--- src/rtl/display_mux_scheduler.sv ---
// display_mux_scheduler: drives one shared hex decoder for two digits, with a blanking lead-in per slot and frame-latched updates.
// Optional macro DISP_DIM_EN adds a dim[2:0] input that shortens the lit part of each show interval.
module display_mux_scheduler #(
  parameter int REFRESH_CYCLES = 6000,
  parameter int BLANK_CYCLES   = 60
) (
  input  logic       clk,
  input  logic       reset,
  input  logic [3:0] d0,
  input  logic [3:0] d1,
  input  logic       upd_req,
`ifdef DISP_DIM_EN
  input  logic [2:0] dim,
`endif
  output logic       upd_ack,
  output logic [3:0] s,
  output logic       blank,
  output logic       en1,
  output logic       en2,
  output logic       frame_tick
);
  localparam int CW = $clog2(REFRESH_CYCLES);
  localparam logic [CW-1:0] BLANK_LAST = CW'(BLANK_CYCLES - 1);
  localparam logic [CW-1:0] SLOT_LAST  = CW'(REFRESH_CYCLES - 1);
  typedef enum logic [1:0] {BLANK0, SHOW0, BLANK1, SHOW1} state_t;
  state_t state, state_n;
  logic [CW-1:0] cnt, cnt_n;
  logic [3:0] sh0, sh1, s_n;
  logic boundary, load, lit;
`ifdef DISP_DIM_EN
  localparam int DIM_STEP = (REFRESH_CYCLES - BLANK_CYCLES) / 8;
  logic [2:0] dim_q;
  always_ff @(posedge clk or posedge reset)
    if (reset) dim_q <= '0;
    else if (boundary) dim_q <= dim;
  assign lit = int'(cnt_n) < REFRESH_CYCLES - int'(dim_q) * DIM_STEP;
`else
  assign lit = 1'b1;
`endif
  always_comb begin
    boundary = state == SHOW1 && cnt == SLOT_LAST;
    load     = boundary && upd_req;
    cnt_n    = cnt == SLOT_LAST ? '0 : cnt + CW'(1);
    state_n  = state == BLANK0 && cnt == BLANK_LAST ? SHOW0 :
               state == SHOW0  && cnt == SLOT_LAST  ? BLANK1 :
               state == BLANK1 && cnt == BLANK_LAST ? SHOW1 :
               boundary                             ? BLANK0 : state;
    // the digit value only moves while the display is blanked
    s_n      = state_n == BLANK0 && state != BLANK0 ? (load ? d0 : sh0) :
               state_n == BLANK1 && state != BLANK1 ? sh1 : s;
  end
  always_ff @(posedge clk or posedge reset) begin
    if (reset) begin
      state      <= BLANK0;
      cnt        <= '0;
      sh0        <= '0;
      sh1        <= '0;
      s          <= '0;
      blank      <= 1'b1;
      en1        <= 1'b0;
      en2        <= 1'b0;
      upd_ack    <= 1'b0;
      frame_tick <= 1'b0;
    end else begin
      state      <= state_n;
      cnt        <= cnt_n;
      if (load) begin
        sh0 <= d0;
        sh1 <= d1;
      end
      s          <= s_n;
      blank      <= state_n == BLANK0 || state_n == BLANK1;
      en1        <= state_n == SHOW0 && lit;
      en2        <= state_n == SHOW1 && lit;
      upd_ack    <= load;
      frame_tick <= state_n == SHOW1 && cnt_n == SLOT_LAST;
    end
  end
endmodule

--- config.mk ---
export PLATFORM = sky130hd
export DESIGN_NAME = display_mux_scheduler
export DESIGN_NICKNAME = d
export VERILOG_FILES = /design/src/rtl/display_mux_scheduler.sv
export SDC_FILE = /design/constraint.sdc
export NUM_CORES = 1
export LEC_CHECK = 0
export BUFFER_PORTS_ARGS = -buffer_cell sky130_fd_sc_hd__buf_2
export CORE_ASPECT_RATIO = 1.1
export CORE_MARGIN = 3
export CORE_UTILIZATION = 50
export DETAILED_ROUTE_END_ITERATION = 10
export HOLD_SLACK_MARGIN = 0.12
export PLACE_DENSITY = 0.67
export SYNTH_ARGS = -nofsm -noshare
export SYNTH_HDL_FRONTEND = slang
export SYNTH_SLANG_ARGS = --single-unit
--- constraint.sdc ---
create_clock -name clk -period 3.7 [get_ports clk]
set_input_delay 0.37 -clock clk [delete_from_list [all_inputs] [get_ports clk]]
set_output_delay 0.37 -clock clk [all_outputs]
set_load 0.02 [all_outputs]
# [Word-level counts from Yosys, hierarchy flattened]
# Cells that the tools add are included.
[totals] regBits=32 latchBits=0 mem_bits_rw=0 mem_bits_ro=0 input_bits=11 out_inout_bits=9 memories=0
[op_classes] add_sub_neg=1 n_mul=0 div_mod_pow=0 n_lt_le_gt_ge=0 n_eq_ne=10 n_shift=0 muxes=8 bitwise=0 n_reduce_logical=13
[ops] op="13-bit equality test (second input constant)" count=2
[ops] op="13-bit by 1-bit adder with 13-bit output (second input constant)" count=1
[ops] op="13-bit by 6-bit equality test with 1-bit output (second input constant)" count=1
[ops] op="13-bit two-way mux" count=1
[ops] op="4-bit two-way mux" count=3
[ops] op="2-bit equality test (second input constant)" count=4
[ops] op="1-bit logical AND" count=8
[ops] op="2-bit two-way mux" count=4
[ops] op="2-bit by 1-bit equality test with 1-bit output (second input constant)" count=2
[ops] op="2-bit logical NOT" count=2
[ops] op="2-bit nonzero test" count=2
[ops] op="2-bit != test (second input constant)" count=1
[ops] op="1-bit logical OR" count=1

# [Logic depth before layout (Yosys ltp)]
# Gate-level depths: netlist (run 1).
[logic_depth] ltp_word=10 ltp_mapped=6

# [Least setup slack after synthesis (run 1)]
# No wires, ideal clock.
[synth_path] kind="reg-to-reg" from="register cnt[0]" to="register s[0]" arrival_ns=1.938 slack_ns=1.637 path_stages_with_launch=7 path_buffers=1 period_less_slack_ns=2.063 cell_sequence="dfrtp_1 > ha_1 > buf_2 > nand4b_1 > nor4_4 > nand2_1 > mux2_2"
[synth_via] elab_chain_len=9
[synth_rtl] element="start: declaration" line_no="27" source="logic [CW-1:0] cnt, cnt_n;"
[synth_rtl] element="start signal: assignment" line_no="66" source="cnt <= cnt_n;"
[synth_rtl] element="13-bit equality test" line_no="41, 45"
[synth_rtl] element="1-bit logical AND" line_no="41" source="boundary = state == SHOW1 && cnt == SLOT_LAST;"
[synth_rtl] element="2-bit two-way mux" line_no="47" source="boundary ? BLANK0 : state;"
[synth_rtl] element="2-bit two-way mux" line_no="46" source="state == BLANK1 && cnt == BLANK_LAST ? SHOW1 :"
[synth_rtl] element="2-bit two-way mux" line_no="45" source="state == SHOW0 && cnt == SLOT_LAST ? BLANK1 :"
[synth_rtl] element="2-bit two-way mux" line_no="44" source="state_n = state == BLANK0 && cnt == BLANK_LAST ? SHOW0 :"
[synth_rtl] element="2-bit equality test / 2-bit logical NOT (equally long branches)" line_no="50, 49"
[synth_rtl] element="1-bit logical AND (on tied branches)" line_no="50, 49"
[synth_rtl] element="2-bit nonzero test (no source line) / 4-bit two-way mux (equally long branches)"
[synth_rtl] element="end signal: assignment" line_no="71" source="s <= s_n;"
[synth_rtl] element="end: declaration" line_no="16" source="output logic [3:0] s,"
# Parallel ways exist; a longest one is shown, timed or not.
# A chain may end at the register's enable or synchronous reset.

# [Final worst setup path (run 1)]
[layout_path] from="register cnt[0]" to="register s[1]"
# Same word-level chain as after synthesis.

==> results.tsv, run 1 <==
stage	metric	value	unit
route	drt first pass iters	4	
global_routing	GRT Residual Overflow	0	
floorplan	io pins	20	
synth	area of the mapped netlist	1590	µm²
timing	Slew headroom	0.606	
cts	Clk Tree Root Cell	clkbuf_4	
floorplan	row cnt	20	
hold_path	Worst Hold Class	in2reg	
synth	asr flop ratio synth	1.00	
global_routing	largest net degree at the start of global routing	26	
setup_path	CP arrival	2.64	ns
timing	Final Critical Period	2.43	ns
placement	Placer Congestion	0.880	
pwr	P_leak	0.809	nW
timing	final setup fails	0	
synth	Post-synth EDFFs	0	
floorplan	Die X-Extent	59.8	µm
setup_path	Crit. End Element	flip-flop	
synth	Area contributors post-synth	dfrtp_1 49%, mux2_2 9.2%, mux2i_1 3.1%, nor2_1 2.6%, a21oi_1 2.2%	
timing	Final Skew	0.00564	ns
synth	Net Count, Synth	156	
run	max cap viols	0	
pwr	pwr/cell area	327	nW/µm²
synth	number of synthesized register bits	32	
cts	Skew-Pair Late Insertion Delay	0.33	ns
synth	Synth Instances	144	
global_routing	first-pass GRT wire length	5530	µm
setup_path	CP Class	reg2reg	
synth	Seq/Total Area, Yosys	0.504	
route	initial DRC count	44	
timing	Worst Max-Slew Pin Slew	0.585	ns
timing	final period utilization	0.657	
synth	Yosys top cell by area	dfrtp_1	
global_routing	number of global-route vias before repair	1136	
route	routed via count	1166	
outcome	outcome	completed	
final_layout	final instance area	1790	µm²
global_routing	GR Layer Usage met1	0.247	
floorplan	Core Region	2900	µm²
synth	syn_area_per_cell	11.0	µm²
route	drt total wl	3260	µm
cts	H-tree depth	2	
global_routing	Overall Global Routing Usage	0.195	
timing	Max Freq	0.412	GHz
global_routing	M2 GR Usage	0.311	
cts	setup bufs post-CTS	0	
cts	# clock sinks	32	
synth	most common cell in the netlist	dfrtp_1	
floorplan	die height	65.2	µm
synth	synth warn	0	
timing	RSZ-0062 raised after global routing	no	
timing	final hold vios	0	
synth	number of library cell types mapped by synthesis	38	
placement	placed instance area	1710	µm²
placement	# port buffers	19	
global_routing	GRT Max-Usage Layer	met2	
cts	clk buf depth	2	
timing	Final Slew Violations	0	
final_layout	P&R area growth vs syn	12.5	%
cts	CTS clk-pin slew, worst paths	0.09	ns
route	post-route ant nets	0	
synth	ys flop type	dfrtp_1	
global_routing	met3 Track Usage GR	0.0629	
final_layout	Layout Nets	179	
route	routed vias/inst	5.83	
setup_path	Worst setup SP type	flip-flop	
setup_path	CP Data Required Time	3.91	ns
route	per-cell routed wire length	16.3	µm
synth	Yosys top cell area share	0.488	
cts	CTS buffer count	5	
final_layout	antenna diode instance count	0	
setup_path	maximum fanout along the worst path	10	
floorplan	initial cell density of the core	0.548	
synth	commonest cells in the netlist	31 x dfrtp_1, 13 x mux2_2, 11 x nor2_1	
placement	DPL Wire Length	2380	µm
final_layout	layout cells sized above 1	0.269	
timing	setup TNS	0	ns
global_routing	antenna violations before repair	0	
cts	CTS tree	done	
floorplan	area of the die	3890	µm²
pwr	maximum vdd drop	277	µV
route	DRC	0	
## layout by cell type (no fill, tap or decap), types with 4 or more instances in the layout
cell	count
nand3_1	6
nand2_1	9
a21oi_1	7
buf_2	19
xor2_1	4
clkbuf_4	5
dfrtp_1	31
mux2_2	13
nor3_1	5
nor2_1	11
xnor2_1	4
mux2i_1	5
nor4_1	5
## path summary, 6_finish.rpt
| path | from | endpoint | slack [ns] | cells after the start |
|---|---|---|---|---|
| max | cnt[0] | s[1] | 1.27 | 5 |
| min | d1[3] | sh1[3] | 0.27 | 2 |
| max reg2reg | cnt[0] | s[1] | 1.27 | 5 |
| min reg2reg | sh0[0] | sh0[0] | 0.51 | 1 |
| max in group asynchronous | reset | sh0[1] | 2.56 | 4 |
| min in group asynchronous | reset | en2 | 0.52 | 3 |
## per-stage QoR
stage	hold WS [ns]	worst slack (ns)	instances	util	power (W)
after CTS	0.273	1.26	200	0.616	0.000590
after global routing	0.262	1.08	200	0.616	0.000609
after global placement	0.311	1.36	192	0.591	0.000373
after detailed placement	0.320	1.30	192	0.591	0.000374
after floorplan	0.479	1.64	144	-	0.000365
final	0.275	1.27	200	0.616	0.000584
## repair_timing
item,CTS,global route
gates resized for setup,0,0
endpoints found under the setup margin,0,0
hold buffers,1,0
endpoints found under the hold margin,6,0
## state kept, by name, summed over array words and instances, names as in the netlist
register / cells
blank: 1
cnt: 13
en1: 1
en2: 1
frame_tick: 1
s: 4
sh0: 4
sh1: 4
state: 2
upd_ack: 1
## cell type report
| cell class | instances | area [µm²] |
|---|---|---|
| clock buffers | 7 | 65.1 |
| multi-input cells | 104 | 757 |
| flip-flops and latches | 32 | 802 |
| inverters | 3 | 11.3 |
| repair buffers | 21 | 113 |
| well taps | 33 | 41.3 |
| fillers | 251 | 1110 |
## report_power, final
group          switching (W)  total [W]  internal [W]
Clock               0.000110   0.000217      0.000108
Sequential                 0   0.000349      0.000349
Combinational      0.0000110  0.0000178    0.00000681
Total               0.000121   0.000584      0.000464
## logic make-up after synthesis
logic type	after synthesis	synth area share
fa+ha+maj	1	0.00787
simple gates	59	0.227
mux	18	0.124
flops	32	0.504
xor+xnor	8	0.0441
compound gates	18	0.0740
buf+inv	8	0.0197
## critical path, stage by stage (launching register included)
cell and delay, ns:
dfrtp_1 0.43, ha_1 0.38, nand4b_1 0.31, nor4_4 0.59
nand2_1 0.27, mux2_2 0.33
## per-layer routing
metal / wire length, µm / vias to the layer above
met4: 46 / 0
met5: 0 / -
met2: 1690 / 23
li1: - / 569
met3: 127 / 5
met1: 1390 / 569
Note: power is estimated with default switching activity, not from simulation.
==> run 2: changes to the inputs <==
--- a/config.mk
+++ b/config.mk
@@ -5,6 +5,7 @@
 export SDC_FILE = /design/constraint.sdc
 export NUM_CORES = 1
 export LEC_CHECK = 0
+export ABC_AREA = 1
 export BUFFER_PORTS_ARGS = -buffer_cell sky130_fd_sc_hd__buf_2
 export CORE_ASPECT_RATIO = 1.1
 export CORE_MARGIN = 3
==> constraint.sdc (replaced) <==
create_clock -name clk -period 2.37 [get_ports clk]
set_input_delay 0.237 -clock clk [delete_from_list [all_inputs] [get_ports clk]]
set_output_delay 0.237 -clock clk [all_outputs]
set_load 0.02 [all_outputs]
==> run 2 against run 1 <==
Net effect: cell area increased by 3.8%; total power increased by 49%; sequential cell count unchanged; die area increased by 2.6%; combinational power increased by 53%; register-to-register slack got worse by 0.78 ns; synthesized cell count increased by 44%; maximum frequency increased by 29%; global-route usage increased by 1.4 points; largest power group unchanged.
==> results.tsv, run 2 <==
stage	metric	value	unit	change
setup_path	Crit. End Element	flip-flop		
synth	most common cell in the netlist	nand2_1		
synth	synth warn	0		unchanged
cts	CTS clk-pin slew, worst paths	0.10	ns	about the same
global_routing	antenna violations before repair	0		unchanged
timing	Worst Max-Slew Pin Slew	0.500	ns	-0.0858 ns
synth	number of synthesized register bits	32		unchanged
final_layout	Largest register FFs	13		unchanged
timing	RSZ-0062 raised after global routing	no		
placement	DPL Wire Length	2770	µm	+16%
synth	Yosys top cell by area	dfrtp_1		
global_routing	Overall Global Routing Usage	0.209		+0.0139
timing	Final Critical Period	1.88	ns	-0.546 ns
pwr	Clock Power Share	0.341		-0.031
synth	asr flop ratio synth	1.00		unchanged
synth	Net Count, Synth	220		+41%
pwr	combinational share of power	0.031		about the same
floorplan	row cnt	21		+5.0%
final_layout	Finished Layout Cells	273		+37%
cts	Clk Tree Root Cell	clkbuf_4		
timing	final setup fails	0		unchanged
placement	dpl cells	260		+35%
synth	area of the mapped netlist	1640	µm²	+2.9%
cts	CTS buffer count	5		unchanged
cts	post-CTS sizing	0		unchanged
synth	Post-synth EDFFs	0		unchanged
synth	Area contributors post-synth	dfrtp_1 47%, nand2_1 14%, nand3_1 7.6%, inv_1 6.4%, nor2_1 6.4%		
route	drt total wl	3480	µm	+7.0%
timing	final period utilization	0.795		+0.138
pwr	sequential power share	0.628		+0.030
global_routing	number of global-route vias before repair	1442		+27%
timing	Max Freq	0.531	GHz	+29%
cts	clk buf depth	2		unchanged
route	drt first pass iters	4		unchanged
final_layout	commonest non-fill, non-tap cell in the layout	nand2_1		
route	post-route ant nets	0		unchanged
global_routing	GRT Residual Overflow	0		unchanged
placement	pre-CTS setup slack	0.520	ns	-0.785 ns
final_layout	antenna diode instance count	0		unchanged
cts	Skew-Pair Late Insertion Delay	0.33	ns	about the same
timing	final hold vios	0		unchanged
synth	syn_area_per_cell	7.87	µm²	-29%
floorplan	die height	66.0	µm	+1.3%
timing	Slew headroom	0.666		+0.0604
floorplan	Core Region	3100	µm²	+6.8%
pwr	fraction of power spent switching nets	0.225		+0.0191
route	initial DRC count	88		+100%
global_routing	first-pass GRT wire length	6130	µm	+11%
final_layout	P&R area growth vs syn	13.5	%	
synth	Synth Instances	208		+44%
pwr	maximum vdd drop	360	µV	+30%
timing	Final Slew Violations	0		unchanged
route	DRC	0		unchanged
final_layout	# fillers	303		+21%
final_layout	Biggest register	cnt		
setup_path	CP Data Required Time	2.58	ns	-1.33 ns
pwr	P_int	0.000674	W	+45%
synth	ys flop type	dfrtp_1		
route	per-cell routed wire length	12.8	µm	-22%
hold_path	Worst Hold Class	in2reg		
setup_path	maximum fanout along the worst path	8		-2
synth	commonest cells in the netlist	62 x nand2_1, 31 x dfrtp_1, 28 x inv_1, 28 x nor2_1, 25 x nand3_1		
pwr	Pwr Total	0.000869	W	+49%
setup_path	Worst setup SP type	flip-flop		
route	routed vias/inst	5.26		-9.7%
outcome	outcome	completed		
timing	Final Skew	0.0148	ns	+0.00915 ns
final_layout	layout cells sized above 1	0.176		-0.0937
final_layout	most frequent cells in the layout	62 x nand2_1, 31 x dfrtp_1, 28 x inv_1, 28 x nor2_1, 25 x nand3_1		
cts	# clock sinks	32		unchanged
floorplan	Die X-Extent	60.6	µm	+1.3%
pwr	P_leak	1.04	nW	+28%
pwr	net switching power figure	0.000196	W	+63%
floorplan	area of the die	4000	µm²	+2.6%
floorplan	initial cell density of the core	0.528		-0.0200
synth	Yosys top cell area share	0.474		-0.0138
timing	Final WS setup	0.486	ns	-0.784 ns
synth	number of library cell types mapped by synthesis	22		-42%
cts	CTS tree	done		
setup_path	CP arrival	2.09	ns	-0.55 ns
setup_path	CP Class	reg2reg		
route	routed via count	1437		+23%
floorplan	io pins	20		unchanged
final_layout	Layout Nets	250		+40%
run	max cap viols	0		unchanged
placement	Placer Congestion	0.940		+6.8%
synth	Seq/Total Area, Yosys	0.490		-0.0143
placement	# port buffers	19		unchanged
timing	setup TNS	0	ns	unchanged
cts	H-tree depth	2		unchanged
pwr	pwr/cell area	468	nW/µm²	+43%
global_routing	largest net degree at the start of global routing	20		-23%
## run 2: power groups by stage
stage / logic [W] / registers (W) / clock network [W]
3_3_place_gp: 0.0000214 / 0.000556 / 0
4_1_cts: 0.0000270 / 0.000546 / 0.000303
3_5_place_dp: 0.0000220 / 0.000556 / 0
2_1_floorplan: 0.00000808 / 0.000556 / 0
6_report: 0.0000273 / 0.000546 / 0.000296
5_1_grt: 0.0000314 / 0.000546 / 0.000338
## run 2: final timing paths
check | from | endpoint | slack, ns | cells after the start
max | cnt[0] | s[1] | 0.49 | 12
min | d0[3] | sh0[3] | 0.17 | 3
max reg2reg | cnt[0] | s[1] | 0.49 | 12
min reg2reg | sh0[2] | sh0[2] | 0.49 | 2
max in group asynchronous | reset | blank | 1.21 | 4
min in group asynchronous | reset | sh1[0] | 0.46 | 3
## run 2: through the flow
| step | cell area [µm²] | hold slack (ns) | utilization |
|---|---|---|---|
| 6_report | 1860 | 0.173 | 0.599 |
| 5_1_grt | 1860 | 0.140 | 0.599 |
| 4_1_cts | 1850 | 0.121 | 0.596 |
| 3_5_place_dp | 1760 | 0.282 | 0.567 |
| 2_1_floorplan | 1640 | 0.347 | - |
| 3_3_place_gp | 1760 | 0.280 | 0.567 |
## run 2: kinds of logic after synthesis
group	after synthesis	synth area share
and+or+nand+nor	139	0.401
AOI/OAI and AO/OA	2	0.00612
DFF	32	0.490
adders and majority gates	1	0.00764
buffers and inverters	32	0.0841
xor gates and xnor gates	2	0.0107
## run 2: metal layers
metal  GRT usage  vias up  share of wire
met1       0.236      689           0.41
met2       0.366       36           0.54
met4      0.0840        0         0.0098
met3      0.0547        4          0.045
li1            -      708              -
met5           0        -              0
## run 2: worst max-delay path, cell delays in order, from the launching register on
cell     delay [ns]
dfrtp_1        0.42
ha_1           0.24
nand2_2        0.10
nor2_4         0.14
nand3_2        0.10
nor2_4         0.18
inv_2          0.10
nor2_8         0.14
nand2_4        0.10
nand2_1        0.08
nand2_2        0.06
nand2_1        0.05
nand3_1        0.06
## run 2: area by class of cell
class | instances | area, µm² | share of cell area
flip-flops and latches | 32 | 802 | 0.432
multi-input cells | 144 | 697 | 0.375
repair buffers | 25 | 153 | 0.0822
inverters | 30 | 113 | 0.0606
clock buffers | 7 | 45.0 | 0.0243
well taps | 34 | 42.5 | 0.0229
clock inverters | 1 | 5.00 | 0.00270
## run 2: what timing repair did
action,4_1_cts,5_1_grt
hold endpoints to repair,16,1
buffers inserted,0,0
hold buffers,4,1
